File: config.mk
export PLATFORM = sky130hd
export DESIGN_NAME = fetch_sequencer
export DESIGN_NICKNAME = d
export VERILOG_FILES = /design/src/rtl/fetch_pkg.sv /design/src/rtl/fetch_out_buffer.sv /design/src/rtl/fetch_sequencer.sv
export SDC_FILE = /design/constraint.sdc
export NUM_CORES = 1
export LEC_CHECK = 0
export BUFFER_PORTS_ARGS = -buffer_cell sky130_fd_sc_hd__clkbuf_2
export CORE_MARGIN = 2
export CORE_UTILIZATION = 33
export DETAILED_ROUTE_END_ITERATION = 10
export SLEW_MARGIN = 10
export SYNTH_ARGS = -nofsm -noshare
export SYNTH_HDL_FRONTEND = slang
export SYNTH_SLANG_ARGS = --single-unit
File: constraint.sdc
create_clock -name clk -period 2.2 [get_ports clk]
set_clock_uncertainty 0.2 [all_clocks]
set_input_delay 0.33 -clock clk [delete_from_list [all_inputs] [get_ports clk]]
set_output_delay 0.33 -clock clk [all_outputs]
set_load 0.01 [all_outputs]
File: src/rtl/fetch_pkg.sv
`default_nettype none
// ============================================================================
// Module      : fetch_pkg
// Description : Shared fetch-stage constants: FSM encoding, halt word and
//               default instruction-memory geometry.
// Revision    : 1.0 - initial release
// ============================================================================
package fetch_pkg;

    localparam int c_I_ADDR_BITS      = 6;
    localparam int c_INSTRUCTION_SIZE = 32;

    localparam logic [1:0] c_IDLE   = 2'd0;
    localparam logic [1:0] c_RUN    = 2'd1;
    localparam logic [1:0] c_HALTED = 2'd2;

    // An all-zero word is an illegal RISC-V encoding and doubles as "stop".
    localparam logic [c_INSTRUCTION_SIZE-1:0] c_HALT_WORD = '0;

endpackage
`default_nettype wire

File: src/rtl/fetch_out_buffer.sv
`default_nettype none
// ============================================================================
// Module      : fetch_out_buffer
// Description : One-entry valid/ready register slice holding {instruction, pc}.
//               Priority: flush > load > hold > drain.
// Revision    : 1.0 - initial release
// ============================================================================
module fetch_out_buffer #(
    parameter int DATA_W = 32,
    parameter int ADDR_W = 6
) (
    input  logic              clk,
    input  logic              rst,
    input  logic              i_load,
    input  logic              i_flush,
    input  logic              i_hold,
    input  logic [DATA_W-1:0] i_instruction,
    input  logic [ADDR_W-1:0] i_pc,
    output logic              o_valid,
    output logic [DATA_W-1:0] o_instruction,
    output logic [ADDR_W-1:0] o_pc
);

    logic              r_valid;
    logic [DATA_W-1:0] r_instruction;
    logic [ADDR_W-1:0] r_pc;

    always_ff @(posedge clk or posedge rst) begin
        if (rst) begin
            r_valid       <= 1'b0;
            r_instruction <= '0;
            r_pc          <= '0;
        end else if (i_flush) begin
            r_valid <= 1'b0;
        end else if (i_load) begin
            r_valid       <= 1'b1;
            r_instruction <= i_instruction;
            r_pc          <= i_pc;
        end else if (!i_hold) begin
            // Neither refilled nor stalled: the entry was consumed or is empty.
            r_valid <= 1'b0;
        end
    end

    assign o_valid       = r_valid;
    assign o_instruction = r_instruction;
    assign o_pc          = r_pc;

endmodule
`default_nettype wire

File: src/rtl/fetch_sequencer.sv
`default_nettype none
// ============================================================================
// Module      : fetch_sequencer
// Description : Instruction-fetch controller owning the PC; presents fetched
//               words to decode. Optional macro FETCH_PERF_COUNTERS_EN adds
//               fetch/stall performance counters.
// Revision    : 1.0 - initial release
// ============================================================================
module fetch_sequencer
    import fetch_pkg::*;
#(
    parameter int I_ADDR_BITS      = c_I_ADDR_BITS,
    parameter int INSTRUCTION_SIZE = c_INSTRUCTION_SIZE,
    parameter int RESET_PC         = 0
) (
    input  logic                        clk,
    input  logic                        reset,
    input  logic                        start,
    output logic [I_ADDR_BITS-1:0]      imem_addr,
    input  logic [INSTRUCTION_SIZE-1:0] imem_instruction,
    input  logic                        redirect_valid,
    input  logic [I_ADDR_BITS-1:0]      redirect_addr,
    output logic                        out_valid,
    input  logic                        out_ready,
    output logic [INSTRUCTION_SIZE-1:0] out_instruction,
    output logic [I_ADDR_BITS-1:0]      out_pc,
    output logic                        halted,
    output logic                        busy
`ifdef FETCH_PERF_COUNTERS_EN
    ,
    output logic [31:0]                 fetch_count,
    output logic [31:0]                 stall_count
`endif
);

    localparam logic [I_ADDR_BITS-1:0] c_RESET_PC = I_ADDR_BITS'(RESET_PC);
    localparam logic [INSTRUCTION_SIZE-1:0] c_HALT = INSTRUCTION_SIZE'(c_HALT_WORD);

    logic [1:0]             r_state;
    logic [I_ADDR_BITS-1:0] r_pc;

    logic w_in_run;
    logic w_in_halted;
    logic w_restart;
    logic w_fetch;
    logic w_is_halt;
    logic w_load;
    logic w_flush;
    logic w_hold;

    assign w_in_run    = (r_state == c_RUN);
    assign w_in_halted = (r_state == c_HALTED);
    assign w_restart   = start && ((r_state == c_IDLE) || w_in_halted);
    assign w_fetch     = w_in_run && (!out_valid || out_ready) && !redirect_valid;
    assign w_is_halt   = (imem_instruction == c_HALT);
    assign w_load      = w_fetch && !w_is_halt;
    assign w_flush     = (w_in_run && redirect_valid) || (w_in_halted && start);
    assign w_hold      = out_valid && !out_ready;

    always_ff @(posedge clk or posedge reset) begin
        if (reset) begin
            r_state <= c_IDLE;
            r_pc    <= c_RESET_PC;
        end else begin
            case (r_state)
                c_IDLE: begin
                    if (start) begin
                        r_state <= c_RUN;
                        r_pc    <= c_RESET_PC;
                    end
                end
                c_RUN: begin
                    if (redirect_valid) begin
                        r_pc <= redirect_addr;
                    end else if (w_fetch) begin
                        // PC stays on the halt word so imem_addr shows where we stopped.
                        if (w_is_halt) r_state <= c_HALTED;
                        else           r_pc    <= r_pc + 1'b1;
                    end
                end
                c_HALTED: begin
                    if (start) begin
                        r_state <= c_RUN;
                        r_pc    <= c_RESET_PC;
                    end
                end
                default: r_state <= c_IDLE;
            endcase
        end
    end

    fetch_out_buffer #(
        .DATA_W(INSTRUCTION_SIZE),
        .ADDR_W(I_ADDR_BITS)
    ) u_out_buffer (
        .clk          (clk),
        .rst          (reset),
        .i_load       (w_load),
        .i_flush      (w_flush),
        .i_hold       (w_hold),
        .i_instruction(imem_instruction),
        .i_pc         (r_pc),
        .o_valid      (out_valid),
        .o_instruction(out_instruction),
        .o_pc         (out_pc)
    );

    assign imem_addr = r_pc;
    assign halted    = w_in_halted;
    assign busy      = w_in_run;

`ifdef FETCH_PERF_COUNTERS_EN
    logic [31:0] r_fetch_count;
    logic [31:0] r_stall_count;

    always_ff @(posedge clk or posedge reset) begin
        if (reset) begin
            r_fetch_count <= '0;
            r_stall_count <= '0;
        end else if (w_restart) begin
            r_fetch_count <= '0;
            r_stall_count <= '0;
        end else begin
            if (w_load && (r_fetch_count != '1))
                r_fetch_count <= r_fetch_count + 1'b1;
            if (w_in_run && w_hold && (r_stall_count != '1))
                r_stall_count <= r_stall_count + 1'b1;
        end
    end

    assign fetch_count = r_fetch_count;
    assign stall_count = r_stall_count;
`endif

endmodule
`default_nettype wire

==> run metrics <==
status=finished clean; distinct cell type count after synthesis=36; final hold viol count=0; critical path startpoint category=input pin; PwrDens=816 nW/um^2; Highest Signal Layer=met4; CTS max path bufs=2; Worst R2R End=u_out_buffer.o_pc[4]$_DFFE_PP0P_; GRT Overall Usage=14.3%; RR Startpoint=r_state[1]$_DFFE_PP0P_; crit path DAT=1910 ps; Synth Flop Type=dfrtp_1; H-tree Lvls=2; area share of xor/xnor cells in the synthesized design=0%; final WL=5.37 mm; Critical Path RT=2180 ps; FF+latch count, synth=47; RSZ-0062 raised after global routing=false; initial antenna violation count=0; share of cells above drive strength 1=55.2%; Placed Area=2880 um^2; syn nets=218; Post-Syn Area=2270 um^2; first-pass GRT wire length=8.52 mm; Post-synth EDFFs=0; Max Slew Vio Count=0; area added between synthesis and finish=31.2%; Reg clk slew, reported paths=80 ps; worst skew pair latency=290 ps; most frequent cell after synthesis=dfrtp_1; Hold Crit Depth=2; largest net degree at the start of global routing=48; post-synthesis simple-gate area fraction=12.5%; post-CTS setup buffers=0; crit path from=imem_instruction[15]; Reg2Reg Setup Slack=320 ps; cell taking the most area after synthesis=dfrtp_1; die height=86.9 um; Critical Path Fanout Max=10; Post-layout nets=324; I/O Buffers=89; Worst setup EP type=flop; Syn Inst Count=174; total gr overflow=0; maximum clock frequency=518 MHz; main combinational cell family by area after synthesis=multiplexers; n_diodes=0; vias in the first global route=1,773; syn_area_per_cell=13.0 um^2; Core Region=6720 um^2; DRC errors left=0; Commonest cells post-synth=dfrtp_1, mux2_4, mux2_2; top cells by area, synth=dfrtp_1, mux2_4, mux2_2; Post-CTS Resized=0; I/O Pins=90; WL per Instance=14.9 um; worst min-delay path class=in2reg; mux cell area share after synthesis=22.6%; fraction of the mapped netlist area in adder cells=0.552%; total number of vias=1,758; TritonCTS clock tree=built; Slew Limit Headroom=60.2%; CTS buffer count=5; ANT nets after route=0; met3 wire len=320 um; CTS Sinks=47; maximum vdd drop=0.372 mV; Slew @ Worst Pin=596 ps; Starting Density=33.7%; GPL Wtd Cong=0.853; Tmin final=1930 ps; initial drt markers=74; setup tns final=0 ps; hpwl dp=4.08 mm; Worst Hold End=r_state[1]$_DFFE_PP0P_; worst reg2reg path depth=5; # setup viols final=0; row cnt=30; Design Area, Final=2970 um^2; Final period util=87.8%; yosys warns=0; top-area cell type share of the netlist area=51.9%; Crit Path Category=in2reg; Clock Tree Root=clkbuf_8; hold path startpoint=start; Leakage=1.49 nW; fin util=44.3%; Die Width=86.9 um; DR vias/cell=4.87; post-synthesis compound-gate area fraction=8.33%; met2 WL post-DR=2.57 mm; sequential fraction of the synthesis area=51.9%; full die area=7550 um^2; wl on met1=2.41 mm; Synth async-reset ratio=100%; First-pass DRT Iterations=4; # Max-Cap Violations=0
-- cell families (layout without fill, tap and decap cells) --
family	Yosys count	after routing
compound gates	28	28
fa+ha+maj	1	1
buf+inv	13	120
flops	47	47
mux	39	39
simple gates	46	46
-- critical path, cell delays in order --
cell      delay [ps]
clkbuf_2          90
nor4_1           340
buf_4            180
nand4_2          140
o21ai_4          260
buf_4            220
mux2_2           350
-- per-stage QoR --
stage	power (mW)	setup slack (ps)	hold slack (ps)	cells
after floorplan	1.63	136	238	174
after global placement	1.94	-41.1	289	352
after detailed placement	1.96	-56.7	294	352
after CTS	2.47	255	63.4	361
after global routing	2.57	213	72.8	361
final	2.43	269	64.6	361
-- where the power goes --
group	total [mW]	switching, mW	internal, mW
clock network	0.491	0.268	0.223
logic	0.758	0.346	0.413
registers	1.18	0.131	1.05
-- routing by layer --
layer	vias up	global-route usage, %
met4	0	4.40
met1	839	18.5
li1	858	-
met2	55	23.2
met5	-	0
met3	6	3.98
-- registers in the layout, summed over array words and instances, names as in the netlist --
name	count
u_out_buffer.o_pc	6
r_state	2
imem_addr	6
u_out_buffer.o_valid	1
u_out_buffer.o_instruction	32
-- how the worst max path moves through the flow --
| stage | slack [ps] | depth (start not counted) | end |
|---|---|---|---|
| after floorplan | 140 | 6 | u_out_buffer.o_instruction[0]$_DFFE_PP0P_ |
| after global placement | -40 | 7 | u_out_buffer.o_instruction[5]$_DFFE_PP0P_ |
| after detailed placement | -60 | 7 | u_out_buffer.o_instruction[5]$_DFFE_PP0P_ |
| after CTS | 250 | 7 | u_out_buffer.o_instruction[5]$_DFFE_PP0P_ |
| after global routing | 210 | 7 | u_out_buffer.o_instruction[18]$_DFFE_PP0P_ |
| final | 270 | 7 | u_out_buffer.o_instruction[18]$_DFFE_PP0P_ |
-- area by class of cell --
| class | count | area [um^2] |
|---|---|---|
| tap | 80 | 100 |
| multi-input combinational | 114 | 1010 |
| sequential | 47 | 1180 |
| timing repair buffer | 106 | 588 |
| clock buffer | 7 | 76.3 |
| clock inverter | 1 | 5.00 |
| inverter | 6 | 22.5 |
| fill | 633 | 3740 |
-- what timing repair did --
action                     4_1_cts  5_1_grt
hold endpoints to repair        47        0
hold buffers                     1        0
setup endpoints to repair        0        0
-- placed cells by master, fill, tap and decap left out, types with 2 or more instances in the layout --
cell	n
a211oi_1	4
a21oi_1	4
and3_1	2
and4_1	2
buf_4	15
clkbuf_1	2
clkbuf_2	89
clkbuf_8	5
dfrtp_1	47
inv_1	5
mux2_2	18
mux2_4	20
nand2_1	8
nand2b_1	6
nand3_1	3
nand4_1	2
nand4_2	2
nor2_1	3
nor2b_1	4
nor3_1	2
nor4_1	8
o2111ai_1	3
o211ai_1	5
o21ai_0	7
Power figures use the tool's default switching activity.
